**config.mk**
```make
export PLATFORM = sky130hd
export DESIGN_NAME = lc3_fetch_ctrl
export DESIGN_NICKNAME = d
export VERILOG_FILES = /design/src/rtl/lc3_fetch_pkg.sv /design/src/rtl/lc3_next_pc.sv /design/src/rtl/lc3_fetch_ctrl.sv
export SDC_FILE = /design/constraint.sdc
export NUM_CORES = 1
export LEC_CHECK = 0
export ABC_AREA = 1
export CAP_MARGIN = 30
export CORE_AREA = 3 3 104 116
export DETAILED_ROUTE_END_ITERATION = 7
export DIE_AREA = 0 0 107 119
export HOLD_SLACK_MARGIN = 0.03
export PLACE_DENSITY = 0.58
export SLEW_MARGIN = 15
export SYNTH_ARGS = -nofsm -noshare
export SYNTH_HDL_FRONTEND = slang
export SYNTH_SLANG_ARGS = --single-unit
```
**constraint.sdc**
```tcl
create_clock -name clk -period 3.58 [get_ports clk]
set_input_delay 0.358 -clock clk [delete_from_list [all_inputs] [get_ports clk]]
set_output_delay 0.358 -clock clk [all_outputs]
set_load 0.01 [all_outputs]
```
**src/rtl/lc3_fetch_pkg.sv**
```systemverilog
// Shared opcodes, FSM state type and offset sign-extension for the LC-3 fetch controller.
package lc3_fetch_pkg;

  localparam logic [3:0] OP_BR  = 4'b0000;
  localparam logic [3:0] OP_JSR = 4'b0100;
  localparam logic [3:0] OP_JMP = 4'b1100;

  typedef enum logic {
    ST_IDLE = 1'b0,
    ST_REQ  = 1'b1
  } fetch_state_e;

  // short_off selects the 9-bit BR offset, otherwise the full 11-bit JSR offset.
  function automatic logic [31:0] sext(input logic [10:0] off, input logic short_off);
    return short_off ? {{23{off[8]}}, off[8:0]} : {{21{off[10]}}, off};
  endfunction

endpackage

```
**src/rtl/lc3_next_pc.sv**
```systemverilog
// Combinational next-PC and link-address selection from the previous instruction's control flow.
module lc3_next_pc
  import lc3_fetch_pkg::*;
#(
  parameter int ADDR_W = 16
) (
  input  logic [ADDR_W-1:0] pc,
  input  logic              first,
  input  logic [3:0]        op_code,
  input  logic [10:0]       offset,
  input  logic              jsr_imm,
  input  logic [ADDR_W-1:0] reg_in,
  input  logic [2:0]        br_nzp,
  input  logic [2:0]        result_nzp,
  output logic [ADDR_W-1:0] target,
  output logic [ADDR_W-1:0] link_addr,
  output logic              link_en
);

  logic [ADDR_W-1:0] inc;

  assign inc       = pc + ADDR_W'(1);
  assign link_addr = inc;

  always_comb begin
    target  = inc;
    link_en = 1'b0;
    // The very first fetch after reset fetches from the reset PC itself.
    if (first) begin
      target = pc;
    end else begin
      case (op_code)
        OP_BR: begin
          if (|(br_nzp & result_nzp)) target = inc + ADDR_W'(sext(offset, 1'b1));
        end
        OP_JMP: target = reg_in;
        OP_JSR: begin
          target  = jsr_imm ? inc + ADDR_W'(sext(offset, 1'b0)) : reg_in;
          link_en = 1'b1;
        end
        default: target = inc;
      endcase
    end
  end

endmodule

```
**src/rtl/lc3_fetch_ctrl.sv**
```systemverilog
// LC-3 fetch controller: next-PC selection and instruction-memory read with ready/timeout handshake.
//   state   | meaning
//   IDLE    | waiting for fetch_start; addr_out holds last address
//   REQ     | mem_req high, waiting for mem_ready or timeout
module lc3_fetch_ctrl
  import lc3_fetch_pkg::*;
#(
  parameter int                ADDR_W   = 16,
  parameter logic [ADDR_W-1:0] RESET_PC = '0,
  parameter int                WAIT_MAX = 8
) (
  input  logic              clk,
  input  logic              rst_n,
  input  logic              fetch_start,
  input  logic [3:0]        opCode_in,
  input  logic [10:0]       offset_in,
  input  logic              jsr_imm,
  input  logic [ADDR_W-1:0] reg_in,
  input  logic [2:0]        br_nzp,
  input  logic [2:0]        result_nzp,
  input  logic              mem_ready,
  output logic [ADDR_W-1:0] addr_out,
  output logic              wea_out,
  output logic              mem_req,
  output logic [ADDR_W-1:0] pc,
  output logic [ADDR_W-1:0] link_addr,
  output logic              link_we,
  output logic              fetch_done,
  output logic              fetch_err,
  output logic              busy
);

  localparam int              CNT_W    = (WAIT_MAX > 1) ? $clog2(WAIT_MAX) : 1;
  localparam logic [CNT_W-1:0] CNT_LAST = CNT_W'(WAIT_MAX - 1);

  fetch_state_e      state_q, state_d;
  logic [CNT_W-1:0]  cnt_q, cnt_d;
  logic              first_q, first_d;
  logic [ADDR_W-1:0] pc_d, addr_d, link_d;
  logic              req_d, link_we_d, done_d, err_d;
  logic [ADDR_W-1:0] target, link_calc;
  logic              link_en;

  lc3_next_pc #(.ADDR_W(ADDR_W)) u_next_pc (
    .pc         (pc),
    .first      (first_q),
    .op_code    (opCode_in),
    .offset     (offset_in),
    .jsr_imm    (jsr_imm),
    .reg_in     (reg_in),
    .br_nzp     (br_nzp),
    .result_nzp (result_nzp),
    .target     (target),
    .link_addr  (link_calc),
    .link_en    (link_en)
  );

  assign wea_out = 1'b0;
  assign busy    = (state_q != ST_IDLE);

  always_comb begin
    state_d   = state_q;
    cnt_d     = cnt_q;
    first_d   = first_q;
    pc_d      = pc;
    addr_d    = addr_out;
    link_d    = link_addr;
    req_d     = mem_req;
    link_we_d = 1'b0;
    done_d    = 1'b0;
    err_d     = 1'b0;
    case (state_q)
      ST_IDLE: begin
        if (fetch_start) begin
          pc_d    = target;
          addr_d  = target;
          req_d   = 1'b1;
          cnt_d   = '0;
          first_d = 1'b0;
          state_d = ST_REQ;
          if (link_en) begin
            link_d    = link_calc;
            link_we_d = 1'b1;
          end
        end
      end
      ST_REQ: begin
        // Ready takes priority over a timeout landing on the same edge.
        if (mem_ready) begin
          req_d   = 1'b0;
          done_d  = 1'b1;
          state_d = ST_IDLE;
        end else if (cnt_q == CNT_LAST) begin
          req_d   = 1'b0;
          err_d   = 1'b1;
          state_d = ST_IDLE;
        end else begin
          cnt_d = cnt_q + CNT_W'(1);
        end
      end
      default: state_d = ST_IDLE;
    endcase
  end

  always_ff @(posedge clk or negedge rst_n) begin
    if (!rst_n) begin
      state_q    <= ST_IDLE;
      cnt_q      <= '0;
      first_q    <= 1'b1;
      pc         <= RESET_PC;
      addr_out   <= '0;
      link_addr  <= '0;
      mem_req    <= 1'b0;
      link_we    <= 1'b0;
      fetch_done <= 1'b0;
      fetch_err  <= 1'b0;
    end else begin
      state_q    <= state_d;
      cnt_q      <= cnt_d;
      first_q    <= first_d;
      pc         <= pc_d;
      addr_out   <= addr_d;
      link_addr  <= link_d;
      mem_req    <= req_d;
      link_we    <= link_we_d;
      fetch_done <= done_d;
      fetch_err  <= err_d;
    end
  end

endmodule

```
---- Word level (Yosys, flattened, before mapping) ----
Cells that the tools add are included.
word-level totals
  register bits after elaboration ......... 41
  bits of input ports ..................... 42
  output and inout bits ................... 54
operators by class
  add/subtract/negate cells ............... 4
  eq/ne operators ......................... 7
  mux-type cells .......................... 25
  bitwise gates (word level) .............. 3
  reductions and logical operators ........ 7
operators with widths
  cell                   number
  $pmux 16 s3            1
  $add 16x16->16         2
  $mux 16                2
  $add 16x1->16 const B  1
  $mux 1                 16
  $mux 3                 3
  $reduce_and 3->1       3
  $ne 2x2->1 const B     3
  $pmux 3 s2             1
  $eq 4x3->1 const B     1
  $eq 4x4->1 const B     1
  $logic_not 4->1        1
  $pmux 1 s2             2
  $reduce_and 2->1       2
  $add 3x1->3 const B    1
  $and 3x3->3            1
  $eq 3x3->1 const B     1
  $ne 3x2->1 const B     1
  $reduce_or 3->1        1
  $not 1->1              2

---- Depth between registers and ports, before layout ----
  depth in word-level cells ............... 6
  mapped depth ............................ 21

---- Modules after synthesis ----
From an unflattened synthesis, not the netlist that was laid out.
second synthesis, totals
  cell total of the unflattened synthesis .. 651
  area total of the unflattened synthesis .. 4,082.7 sq um
by module, submodules not included
  module          times used  cells each  area an instance (sq um)  seq. area each (sq um)
  lc3_next_pc     1           462         2,341.0                   0.0
  lc3_fetch_ctrl  1           189         1,741.7                   1,027.2

---- Least setup slack after synthesis ----
Ideal clock, no wire load.
  path kind ............................... flip-flop to flip-flop
  start ................................... reg pc[0]
  end ..................................... reg pc[15]
  data arrival time ....................... 2.503 ns
  required time ........................... 3.467 ns
  path slack .............................. 0.964 ns
  stages on the path, launching flop included .. 18
  path buffers ............................ 0
  clock period less this slack ............ 2.616 ns
  path through ............................ dfrtp_1 ha_1 nand2_2 nor2_2 nand2_1 nor2_2 nand2_1 xor2_1 ha_1 a21oi_1 nand2_1 a21oi_1 nand2_1 nand3b_1 nand3_1 nand3_1 nand2_1 inv_1
between the ends
  word-level cells in the longest chain between the ends .. 4
ends and longest elaborated chain
  element                                   RTL line                              RTL
  from (decl)                               lc3_fetch_ctrl.sv:25                  output logic [ADDR_W-1:0] pc,
  from (signal assigned)                    lc3_fetch_ctrl.sv:121                 pc <= pc_d;
  $add 16x1->16 *                           lc3_next_pc.sv:22                     assign inc = pc + ADDR_W'(1);
  named net link_calc[10]                   lc3_fetch_ctrl.sv:41                  logic [ADDR_W-1:0] target, link_calc;
  $add 16x16->16, on equally long branches  lc3_next_pc.sv:38, lc3_next_pc.sv:34
  $mux 16, on equally long branches         lc3_next_pc.sv:38, lc3_next_pc.sv:34
  $pmux 16 s3 *                             lc3_next_pc.sv:32                     case (op_code)
Mark *: on every way through the listed nets, which the timed path passes. The rest lies on a longest branch.
A chain may end at the register's enable or synchronous reset.

---- Worst setup path after layout ----
Ends and elaborated chain as after synthesis.

==> flow_summary.yaml <==
status:
  outcome: "finished clean"
detailed_routing:
  drt-total-wl_um: 12200
  drc: 0
  ant_nets: 0
  via_count: 3972
  via_per_inst: 4.95
  drt-initial-drc-count: 226
  routedWlPerCell_um: 15.2
  dr.pass1.iters: 4
setup_path:
  cp_slowest_cell: "xor2_1"
  path_buf_inv: 2
  critical_path_required_ns: 3.77
  reg2reg_depth: 18
  cp.depth: 18
  cp_cell_sequence: "ha_1 -> nand2_2 -> nor2_2 -> nand2_1 -> nor2_2 -> nand2_1 -> xor2_1 -> ha_1 -> a21oi_1 -> nand2_1 -> a21oi_1 -> nand2_1 -> inv_1 -> nand2_1 -> nand3_1 -> nand3_1 -> nand2_1 -> inv_1"
  cpLargestDelayFamily: "simple AND/OR/NAND/NOR gates"
  crit_fanout: 7
  max_stage_delay_ns: 0.49
  critPathLaunchType: "flip-flop"
  crit_type: "flip-flop to flip-flop"
  worstPathArrival_ns: 3.26
  end_kind: "flip-flop"
  path_common_cell: "nand2_1"
final_layout:
  multi_input_area_um2: 2320
  drive_gt1_share_pct: 8.84
  final_core_util_pct: 45.5
  nNetsFinal: 726
  diodes: 0
  area_delta_synth_final_pct: 31.1
  nFillCells: 1151
  layout.area.seq_um2: 1030
cts:
  cts_root_buf: "clkbuf_16"
  cts_setup_buffers: 0
  cts_tree: "yes"
  h-tree-depth: 2
  clkTransAtPathRegs_ns: 0.07
  insertion_delay_ns: 0.29
  clk_path_buf_depth: 2
  cts_made_buffers: 5
  cts_sinks: 41
timing:
  rsz0062_at_grt: "no"
  hold_viol: 0
  slew_headroom_pct: 43.1
  fmax_ghz: 0.325
  fin_skew_ns: 0.00920
  slew_violations: 0
  tns_ns: 0
  fin_crit_ns: 3.07
  setup-violations-final: 0
  post-route-period-util_pct: 85.8
  tightest_slew_ns: 0.851
synthesis:
  ys.flop_type: "dfrtp_1"
  ys_seq_area_share_pct: 27.0
  async_reset_ff_share_pct: 100
  syn-cell-area_um2: 3800
  synth_cell_types: 43
  syn_area_per_cell_um2: 6.63
  synth_edf_count: 0
  synth_most_common_cell: "nand2_1"
  syn-num-nets: 643
  synth_warnings: 0
  synthTopCellsByCount: "nand2_1, inv_1, nor2_1, dfrtp_1, nand3_1"
  synth_top_area_share_pct: 26.3
  ys_ff_latch: 41
  synthTopCellsByArea: "dfrtp_1, nand2_1, ha_1, inv_1, nand3_1"
  synthCells: 573
  synth.largest_area_cell: "dfrtp_1"
grt:
  antenna_found_initial: 0
  grt_usage_pct: 19.6
  grt.overflow.total: 0
  grt_max_degree: 42
  grt_pass1_wl_um: 19900
  grt_pass1_vias: 3855
pwr:
  power_frac_seq_pct: 20.2
  p_clk_share_pct: 11.9
  p_leak_nw: 2.45
  swShare_pct: 48.6
  power_frac_comb_pct: 67.9
  power.switching_mw: 2.08
  internal_power_mw: 2.20
  peakVddDrop_mv: 0.270
  power_density_nw_per_um2: 860
floorplanning:
  die_x_um: 107
  die_area_um2: 12700
  core_um2: 11000
  num_rows: 40
  fp.dieH_um: 119
  initial_core_util_pct: 34.7
  io_pins: 96
placed_design:
  place.port_buffers: 94
  routabilityCongestion: 0.875
  place_hpwl_um: 10000
run:
  maxCapViolCount: 0
min_path:
  hp-class: "flip-flop to flip-flop"
  whs_path_depth: 2
==> layout make-up <==
type	count	area share (%)
multi-input cells	429	46.5
flip-flops and latches	41	20.6
repair buffers	101	20.1
inverters	78	5.87
well taps	147	3.69
clock buffers	5	2.51
clock inverters	2	0.703
==> stage by stage <==
step	hold slack [ns]	power (mW)	cells	cell area (um2)	setup slack [ns]
CTS	0.263	4.29	801	4950	0.495
detailed placement	0.435	3.76	794	4790	0.511
global route	0.467	4.68	803	4980	0.0930
finish	0.444	4.28	803	4980	0.507
floorplan	0.0624	2.73	573	3800	0.964
global placement	0.432	3.75	794	4790	0.555
==> sequential cells by signal (all words and copies together) (netlist names) <==
signal / cells
pc: 16
link_we: 1
fetch_done: 1
fetch_err: 1
cnt_q: 3
mem_req: 1
link_addr: 16
first_q: 1
busy: 1
==> cell usage in the layout, fill, tap and decap left out, types with 2 or more instances in the layout <==
cell,count
a22o_1,3
o211ai_1,4
nor2_2,8
nand2_2,12
clkdlybuf4s50_1,93
nand3b_1,6
xor2_1,8
nor2_1,42
or2_2,2
nor2_4,2
inv_1,68
o21ai_1,12
nand3_1,39
nand3_2,3
ha_1,27
o21ai_2,3
nor3_1,4
o21ai_0,17
o21bai_1,4
a211oi_1,2
a21oi_1,37
clkbuf_16,5
xnor2_1,5
a21oi_2,2
a21o_1,2
inv_2,9
and2_1,2
dfrtp_1,40
nand2_1,171
a31oi_1,2
buf_4,5
==> kinds of logic (layout without fill, tap and decap cells) <==
family,count (synthesis),in the layout,synth area share [%]
other,1,1,0.0987
DFF,41,41,27.0
AOI/OAI and AO/OA,93,93,14.4
buffers and inverters,103,186,12.0
adders and majority gates,28,28,9.42
and+or+nand+nor,293,293,33.6
xor gates and xnor gates,14,14,3.42
==> routing by layer <==
metal / share of wire [%] / wire length, um / global-route usage (%) / up-vias
li1: - / - / - / 1989
met1: 45 / 5520 / 26.7 / 1821
met2: 47 / 5710 / 33.0 / 138
met3: 4.9 / 591 / 1.25 / 24
met4: 2.9 / 356 / 6.47 / 0
met5: 0 / 0 / 0 / -
==> power groups by stage <==
stage	registers [mW]	clock network [mW]	logic, mW
after floorplan	0.903	0	1.82
after global placement	0.868	0	2.89
after detailed placement	0.873	0	2.89
after CTS	0.867	0.521	2.90
after global routing	0.900	0.534	3.24
final	0.865	0.510	2.91
==> timing repair <==
action                    4_1_cts  5_1_grt
hold buffers                    0        1
gates resized for setup         0        0
hold endpoints to repair        0       10
==> worst paths after layout <==
kind,end,slack [ns],startpoint
min reg2reg,first_q$_DFFE_PN1P_,0.44,first_q$_DFFE_PN1P_
min in group asynchronous,pc[1]$_DFFE_PN0P_,0.50,rst_n
max,pc[15]$_DFFE_PN0P_,0.51,pc[0]$_DFFE_PN0P_
max reg2reg,pc[15]$_DFFE_PN0P_,0.51,pc[0]$_DFFE_PN0P_
max in group asynchronous,first_q$_DFFE_PN1P_,2.55,rst_n
min,first_q$_DFFE_PN1P_,0.44,first_q$_DFFE_PN1P_
==> worst min-delay path, cell delays in order, from the launching register on <==
cell and delay (ns):
dfstp_2 0.37, inv_1 0.04, nor2_1 0.04
(Power assumes the default switching activity.)
